File: src/rtl/alu_issue_sequencer_if.sv
// Instruction-in and result-out handshake bundle for the bit-serial ALU issue sequencer.
// master = upstream/downstream side, slave = the sequencer.
interface alu_issue_sequencer_if;
    logic       in_valid;
    logic       in_ready;
    logic [2:0] in_opcode;
    logic [3:0] in_a;
    logic [3:0] in_b;
    logic       out_valid;
    logic       out_ready;
    logic [3:0] out_c;
    logic [2:0] out_flags;
    logic [2:0] out_opcode;

    modport master (
        output in_valid, in_opcode, in_a, in_b, out_ready,
        input  in_ready, out_valid, out_c, out_flags, out_opcode
    );

    modport slave (
        input  in_valid, in_opcode, in_a, in_b, out_ready,
        output in_ready, out_valid, out_c, out_flags, out_opcode
    );
endinterface

File: src/rtl/alu_issue_sequencer.sv
// Feeds a free-running 4-phase bit-serial ALU from an instruction FIFO, aligning each
// operand load to ALU phase 0, then captures result/flags into a valid/ready output slot.
module alu_issue_sequencer #(
    parameter int         DEPTH         = 4,
    parameter int         OP_CYCLES     = 4,
    parameter int         CAPTURE_DELAY = 5,
    parameter logic [2:0] IDLE_OPCODE   = 3'b000
) (
    input  logic                       clk,
    input  logic                       rst_n,
    alu_issue_sequencer_if.slave       io,
    output logic [2:0]                 alu_opcode,
    output logic [3:0]                 alu_a,
    output logic [3:0]                 alu_b,
    input  logic [3:0]                 alu_c,
    input  logic                       alu_carr,
    input  logic                       alu_sign,
    input  logic                       alu_zero,
    output logic                       busy,
    output logic [$clog2(DEPTH):0]     count
);

    localparam int AW = $clog2(DEPTH);
    localparam int CW = AW + 1;
    localparam int PW = (OP_CYCLES > 1) ? $clog2(OP_CYCLES) : 1;
    localparam int EW = $clog2(CAPTURE_DELAY + 1);

    localparam logic [PW-1:0] PH_LAST     = PW'(OP_CYCLES - 1);
    localparam logic [PW-1:0] CAP_PH      = PW'((CAPTURE_DELAY - 1) % OP_CYCLES);
    localparam logic [EW-1:0] ELAPSED_MAX = EW'(CAPTURE_DELAY);
    localparam logic [CW-1:0] FULL        = CW'(DEPTH);

    typedef enum logic [1:0] {S_IDLE, S_ALIGN, S_RUN} state_t;

    typedef struct packed {
        logic [2:0] op;
        logic [3:0] a;
        logic [3:0] b;
    } instr_t;

    state_t          state_q, state_d;
    logic [PW-1:0]   ph;
    logic [EW-1:0]   elapsed, elapsed_inc;
    logic [AW-1:0]   wptr, rptr;
    instr_t          mem [DEPTH];
    logic            push, load, capture, cap_edge, slot_free;

    // in_ready depends only on the registered occupancy, never on in_valid
    assign io.in_ready = (count != FULL);
    assign push        = io.in_valid & io.in_ready;
    assign busy        = (state_q != S_IDLE) | (count != '0);

    assign elapsed_inc = (elapsed == ELAPSED_MAX) ? elapsed : elapsed + 1'b1;
    assign cap_edge    = (elapsed_inc >= ELAPSED_MAX) && (ph == CAP_PH);
    assign slot_free   = ~io.out_valid | io.out_ready;

    always_ff @(posedge clk or negedge rst_n) begin
        if (!rst_n) begin
            ph      <= '0;
            state_q <= S_IDLE;
        end else begin
            ph      <= (ph == PH_LAST) ? '0 : ph + 1'b1;
            state_q <= state_d;
        end
    end

    always_comb begin
        state_d = state_q;
        load    = 1'b0;
        capture = 1'b0;
        case (state_q)
            S_IDLE:  if (count != '0) state_d = S_ALIGN;
            S_ALIGN: if (ph == PH_LAST) begin
                         load    = 1'b1;
                         state_d = S_RUN;
                     end
            // A missed capture edge simply waits a full ALU cycle; the ALU recomputes the same result
            S_RUN:   if (cap_edge && slot_free) begin
                         capture = 1'b1;
                         state_d = (count != '0) ? S_ALIGN : S_IDLE;
                     end
            default: state_d = S_IDLE;
        endcase
    end

    always_ff @(posedge clk or negedge rst_n) begin
        if (!rst_n) begin
            wptr  <= '0;
            rptr  <= '0;
            count <= '0;
        end else begin
            if (push) wptr <= wptr + 1'b1;
            if (load) rptr <= rptr + 1'b1;
            case ({push, load})
                2'b10:   count <= count + 1'b1;
                2'b01:   count <= count - 1'b1;
                default: count <= count;
            endcase
        end
    end

    always_ff @(posedge clk) begin
        if (push) mem[wptr] <= '{op: io.in_opcode, a: io.in_a, b: io.in_b};
    end

    always_ff @(posedge clk or negedge rst_n) begin
        if (!rst_n) begin
            alu_opcode <= IDLE_OPCODE;
            alu_a      <= '0;
            alu_b      <= '0;
            elapsed    <= '0;
        end else if (load) begin
            alu_opcode <= mem[rptr].op;
            alu_a      <= mem[rptr].a;
            alu_b      <= mem[rptr].b;
            elapsed    <= '0;
        end else if (capture) begin
            alu_opcode <= IDLE_OPCODE;
        end else if (state_q == S_RUN) begin
            elapsed    <= elapsed_inc;
        end
    end

    always_ff @(posedge clk or negedge rst_n) begin
        if (!rst_n) begin
            io.out_valid  <= 1'b0;
            io.out_c      <= '0;
            io.out_flags  <= '0;
            io.out_opcode <= '0;
        end else if (capture) begin
            io.out_valid  <= 1'b1;
            io.out_c      <= alu_c;
            io.out_flags  <= {alu_carr, alu_sign, alu_zero};
            io.out_opcode <= alu_opcode;
        end else if (io.out_valid && io.out_ready) begin
            io.out_valid  <= 1'b0;
        end
    end

endmodule

File: src/flat_wrapper.sv
// flat-port wrapper written by rule: the top's interface ports become plain ports
module alu_issue_sequencer_flat 
#(
    parameter int         DEPTH         = 4,
    parameter int         OP_CYCLES     = 4,
    parameter int         CAPTURE_DELAY = 5,
    parameter logic [2:0] IDLE_OPCODE   = 3'b000
)
  (clk, rst_n, alu_opcode, alu_a, alu_b, alu_c, alu_carr, alu_sign, alu_zero, busy, count, io_in_valid, io_in_opcode, io_in_a, io_in_b, io_out_ready, io_in_ready, io_out_valid, io_out_c, io_out_flags, io_out_opcode);
  alu_issue_sequencer_if io_i ();
  input  logic clk;
  input  logic rst_n;
  output logic [2:0] alu_opcode;
  output logic [3:0] alu_a;
  output logic [3:0] alu_b;
  input  logic [3:0] alu_c;
  input  logic alu_carr;
  input  logic alu_sign;
  input  logic alu_zero;
  output logic busy;
  output logic [$clog2(DEPTH):0] count;
  input wire logic [$bits(io_i.in_valid)-1:0] io_in_valid;
  input wire logic [$bits(io_i.in_opcode)-1:0] io_in_opcode;
  input wire logic [$bits(io_i.in_a)-1:0] io_in_a;
  input wire logic [$bits(io_i.in_b)-1:0] io_in_b;
  input wire logic [$bits(io_i.out_ready)-1:0] io_out_ready;
  output wire logic [$bits(io_i.in_ready)-1:0] io_in_ready;
  output wire logic [$bits(io_i.out_valid)-1:0] io_out_valid;
  output wire logic [$bits(io_i.out_c)-1:0] io_out_c;
  output wire logic [$bits(io_i.out_flags)-1:0] io_out_flags;
  output wire logic [$bits(io_i.out_opcode)-1:0] io_out_opcode;
  assign io_i.in_valid = io_in_valid;
  assign io_i.in_opcode = io_in_opcode;
  assign io_i.in_a = io_in_a;
  assign io_i.in_b = io_in_b;
  assign io_i.out_ready = io_out_ready;
  assign io_in_ready = io_i.in_ready;
  assign io_out_valid = io_i.out_valid;
  assign io_out_c = io_i.out_c;
  assign io_out_flags = io_i.out_flags;
  assign io_out_opcode = io_i.out_opcode;
  alu_issue_sequencer #(.DEPTH(DEPTH), .OP_CYCLES(OP_CYCLES), .CAPTURE_DELAY(CAPTURE_DELAY), .IDLE_OPCODE(IDLE_OPCODE)) u_core (.clk(clk), .rst_n(rst_n), .io(io_i), .alu_opcode(alu_opcode), .alu_a(alu_a), .alu_b(alu_b), .alu_c(alu_c), .alu_carr(alu_carr), .alu_sign(alu_sign), .alu_zero(alu_zero), .busy(busy), .count(count));
endmodule
File: config.mk
export PLATFORM = sky130hd
export DESIGN_NAME = alu_issue_sequencer_flat
export DESIGN_NICKNAME = d
export VERILOG_FILES = /design/src/rtl/alu_issue_sequencer_if.sv /design/src/rtl/alu_issue_sequencer.sv /design/src/flat_wrapper.sv
export SDC_FILE = /design/constraint.sdc
export NUM_CORES = 1
export LEC_CHECK = 0
export CAP_MARGIN = 40
export CELL_PAD_IN_SITES_DETAIL_PLACEMENT = 0
export CELL_PAD_IN_SITES_GLOBAL_PLACEMENT = 1
export CORE_ASPECT_RATIO = 0.5
export CORE_MARGIN = 1.5
export CORE_UTILIZATION = 30
export DETAILED_ROUTE_END_ITERATION = 12
export GPL_TIMING_DRIVEN = 0
export HOLD_SLACK_MARGIN = 0.03
export PLACE_DENSITY_LB_ADDON = 0.1
export SYNTH_ARGS = -nofsm -noshare
export SYNTH_HDL_FRONTEND = slang
export SYNTH_SLANG_ARGS = --single-unit
File: constraint.sdc
create_clock -name clk -period 3.49 [get_ports clk]
set_input_delay 0.5235 -clock clk [delete_from_list [all_inputs] [get_ports clk]]
set_output_delay 0.5235 -clock clk [all_outputs]
set_load 0.01 [all_outputs]
==> summary.md <==
| Metric | Value |
|---|---|
| Status | `completed` |
| Fill cells | `988` |
| GRT Residual Overflow | `0` |
| DRC Markers | `0` |
| N_diodes | `0` |
| Total Wirelength | `6270 µm` |
| Crit-path slowest cell | `dfrtp_1` |
| Largest fanout on the critical path | `10` |
| Die W | `151 µm` |
| RSZ-0062 raised after global routing | `no` |
| Worst-path cell chain | `ha_1 > nand2_1 > or2_2 > clkbuf_1 > inv_1 > buf_2 > ha_1 > inv_1 > fa_1 > xor2_1 > nor2_1 > xor2_1` |
| Period Utilization, post-route | `77.1%` |
| Synth Flop Type | `edfxtp_1` |
| Initial core utilization | `31.5%` |
| Family with the most delay on the worst path | `adder cells` |
| Setup bufs post-CTS | `0` |
| Final non-filler cell total | `413` |
| Synth area leader | `edfxtp_1` |
| Hold Path Class | `reg2reg` |
| Min Tclk post-route | `2.69 ns` |
| Final hold viol count | `0` |
| Worst path bufs/invs | `4` |
| First-pass GRT wire length | `10300 µm` |
| Post-synth EDFFs | `44` |
| Routed vias/inst | `4.41` |
| Initial antenna violation count | `0` |
| Die H | `76.9 µm` |
| Final setup viols | `0` |
| Slew Viols, Final | `0` |
| Synth top area share | `40.3%` |
| Ranking of synthesized cells by area | `edfxtp_1 (40%), dfrtp_1 (27%), mux4_2 (7.6%)` |
| Root buf cell | `clkbuf_16` |
| Cells after Synth | `207` |
| H-tree depth | `3` |
| Initial DRT Pass Iterations | `4` |
| Largest net degree at the start of global routing | `33` |
| Syn avg cell area | `15.8 µm²` |
| Row count | `26` |
| MaxCap Viol Count | `0` |
| Logic pwr share | `31.0%` |
| CTS hold repair buffers | `1` |
| Routed Antenna Nets | `0` |
| Clock buffer depth | `2` |
| Maximum VDD drop | `296 µV` |
| Min Hold Slack | `0.454 ns` |
| Gr usage total | `12.2%` |
| Util after Layout | `40.8%` |
| Clock skew | `0.00683 ns` |
| Req. time, crit path | `3.74 ns` |
| Relative slew slack | `53.4%` |
| WL/cell | `15.2 µm` |
| Syn Std Cell Area | `3280 µm²` |
| # clock sinks | `80` |
| Clk slew on worst S/H paths | `0.06 ns` |
| Clock Latency Late Sink | `0.33 ns` |
| Leak pwr | `1.65 nW` |
| Vias in the first global route | `1881` |
| Nets | `300` |
| Cell count after placement | `396` |
| Post-CTS sizing | `0` |
| Seq pwr share | `43.1%` |
| Ratio of cells with drive above 1 in the final layout | `17.6%` |
| Clock power share | `25.9%` |
| DRT iter0 DRCs | `84` |
| CORE AREA | `10400 µm²` |
| Net count after synthesis | `239` |
| Worst-margin pin slew | `0.699 ns` |
| I/O Pins | `49` |
| Area Overhead vs Synth | `29.5%` |
| Synthesis Warnings | `0` |
| Number of synthesized register bits | `80` |
| Num CTS Buffers | `9` |
| Setup TNS | `0 ns` |
| Worst setup SP type | `flip-flop` |
| Full die area | `11600 µm²` |
| CTS tree | `built` |
| Post-synth ARST share | `45.0%` |
| P_int | `2.41 mW` |
| Via Count | `1821` |
| P per Cell Area | `816 nW/µm²` |
| Post-DP HPWL | `4230 µm` |
| Worst Setup End Kind | `flip-flop` |
| Max incr delay on CP | `0.37 ns` |
| CP Class | `reg2reg` |
| Switching Share | `30.3%` |
| Cell variety after synth | `38` |
| I/O Buffers | `48` |
| GPL Wtd Cong | `0.668` |
| WP data arrival | `2.94 ns` |
| Post-synthesis sequential area ratio | `67.8%` |
| Sw power | `1.05 mW` |
| Fmax achieved | `372 MHz` |
cells in the mapped netlist (2+ instances only):
| library cell | count |
|---|---|
| edfxtp_1 | 44 |
| nand2_1 | 37 |
| dfrtp_1 | 36 |
| mux4_2 | 11 |
| inv_1 | 10 |
| ha_1 | 9 |
| mux2_4 | 7 |
| and3_1 | 5 |
| o21ai_0 | 5 |
| mux2_2 | 4 |
| xnor2_1 | 4 |
| nand2b_1 | 3 |
| nor2_1 | 3 |
| a21oi_1 | 2 |
| buf_2 | 2 |
| clkbuf_1 | 2 |
| xor2_1 | 2 |
power groups by stage:
stage,Combinational [mW],Sequential (mW),Clock (mW)
2_1_floorplan,0.558,1.54,0
3_3_place_gp,1.08,1.50,0
3_5_place_dp,1.10,1.51,0
4_1_cts,1.10,1.50,0.928
5_1_grt,1.18,1.54,0.972
6_report,1.07,1.49,0.898
through the flow:
step	power [mW]	area, µm²	setup WS (ns)
after floorplan	2.10	3280	1.15
after global placement	2.58	3930	0.802
after detailed placement	2.61	3950	0.760
after CTS	3.53	4250	0.732
after global routing	3.69	4250	0.582
final	3.46	4250	0.798
final cells by class:
class / count / area [µm²] / share of cell area, %
clock buffers: 9 / 225 / 5.31
multi-input cells: 111 / 986 / 23.2
plain buffers: 6 / 32.5 / 0.766
well taps: 140 / 175 / 4.13
clock inverters: 7 / 61.3 / 1.44
flip-flops and latches: 80 / 2220 / 52.3
repair buffers: 50 / 505 / 11.9
inverters: 10 / 37.5 / 0.884
state kept, by name (all words and copies together), names as in the netlist, 3 cells and up:
signal / count
u_core.mem: 44
u_core.alu_a: 4
u_core.alu_b: 4
u_core.io.out_c: 4
u_core.alu_opcode: 3
u_core.count: 3
u_core.elapsed: 3
u_core.io.out_flags: 3
u_core.io.out_opcode: 3
cells in the final DEF (no fill, tap or decap), types with 2 or more instances in the layout:
master	count
a21oi_1	2
and3_1	5
buf_2	3
clkbuf_1	2
clkbuf_16	9
clkdlybuf4s50_1	47
dfrtp_1	36
edfxtp_1	44
ha_1	9
inv_1	10
inv_6	3
inv_8	2
mux2_2	4
mux2_4	7
mux4_2	11
nand2_1	37
nand2b_1	3
nor2_1	3
o21ai_0	5
xnor2_1	4
xor2_1	2
final timing paths:
kind / start / end / slack [ns] / cells after the start
max: u_core.ph[0]$_DFF_PN0_ / u_core.count[2]$_DFFE_PN0P_ / 0.80 / 12
min: u_core.ph[0]$_DFF_PN0_ / u_core.ph[0]$_DFF_PN0_ / 0.45 / 1
max reg2reg: u_core.ph[0]$_DFF_PN0_ / u_core.count[2]$_DFFE_PN0P_ / 0.80 / 12
min reg2reg: u_core.ph[0]$_DFF_PN0_ / u_core.ph[0]$_DFF_PN0_ / 0.45 / 1
max in group asynchronous: rst_n / u_core.io.out_c[2]$_DFFE_PN0P_ / 2.52 / 3
min in group asynchronous: rst_n / u_core.alu_a[2]$_DFFE_PN0P_ / 0.56 / 2
worst register-to-register path, cell delays in order (launching register included):
cell	delay, ns
dfrtp_1	0.37
ha_1	0.21
nand2_1	0.06
or2_2	0.26
clkbuf_1	0.20
inv_1	0.16
buf_2	0.29
ha_1	0.23
inv_1	0.06
fa_1	0.37
xor2_1	0.15
nor2_1	0.11
xor2_1	0.16
logic make-up after synthesis:
family                   count (synthesis)  synth area share, %
AO/OA/AOI/OAI                           16                 3.78
AND/OR/NAND/NOR                         57                 8.51
flip-flops                              80                 67.8
adder cells (fa/ha/maj)                 10                 4.05
buffers and inverters                   16                 2.14
XOR/XNOR                                 6                 1.60
multiplexers                            22                 12.1
per-layer routing:
| layer | vias up | GRT usage, % | part of all wire (%) |
|---|---|---|---|
| li1 | 870 | - | - |
| met1 | 918 | 15.9 | 47 |
| met2 | 31 | 18.4 | 48 |
| met3 | 2 | 4.76 | 4.5 |
| met4 | 0 | 4.08 | 0.69 |
| met5 | - | 0 | 0 |
No activity file was read; power rests on OpenSTA's default activity.
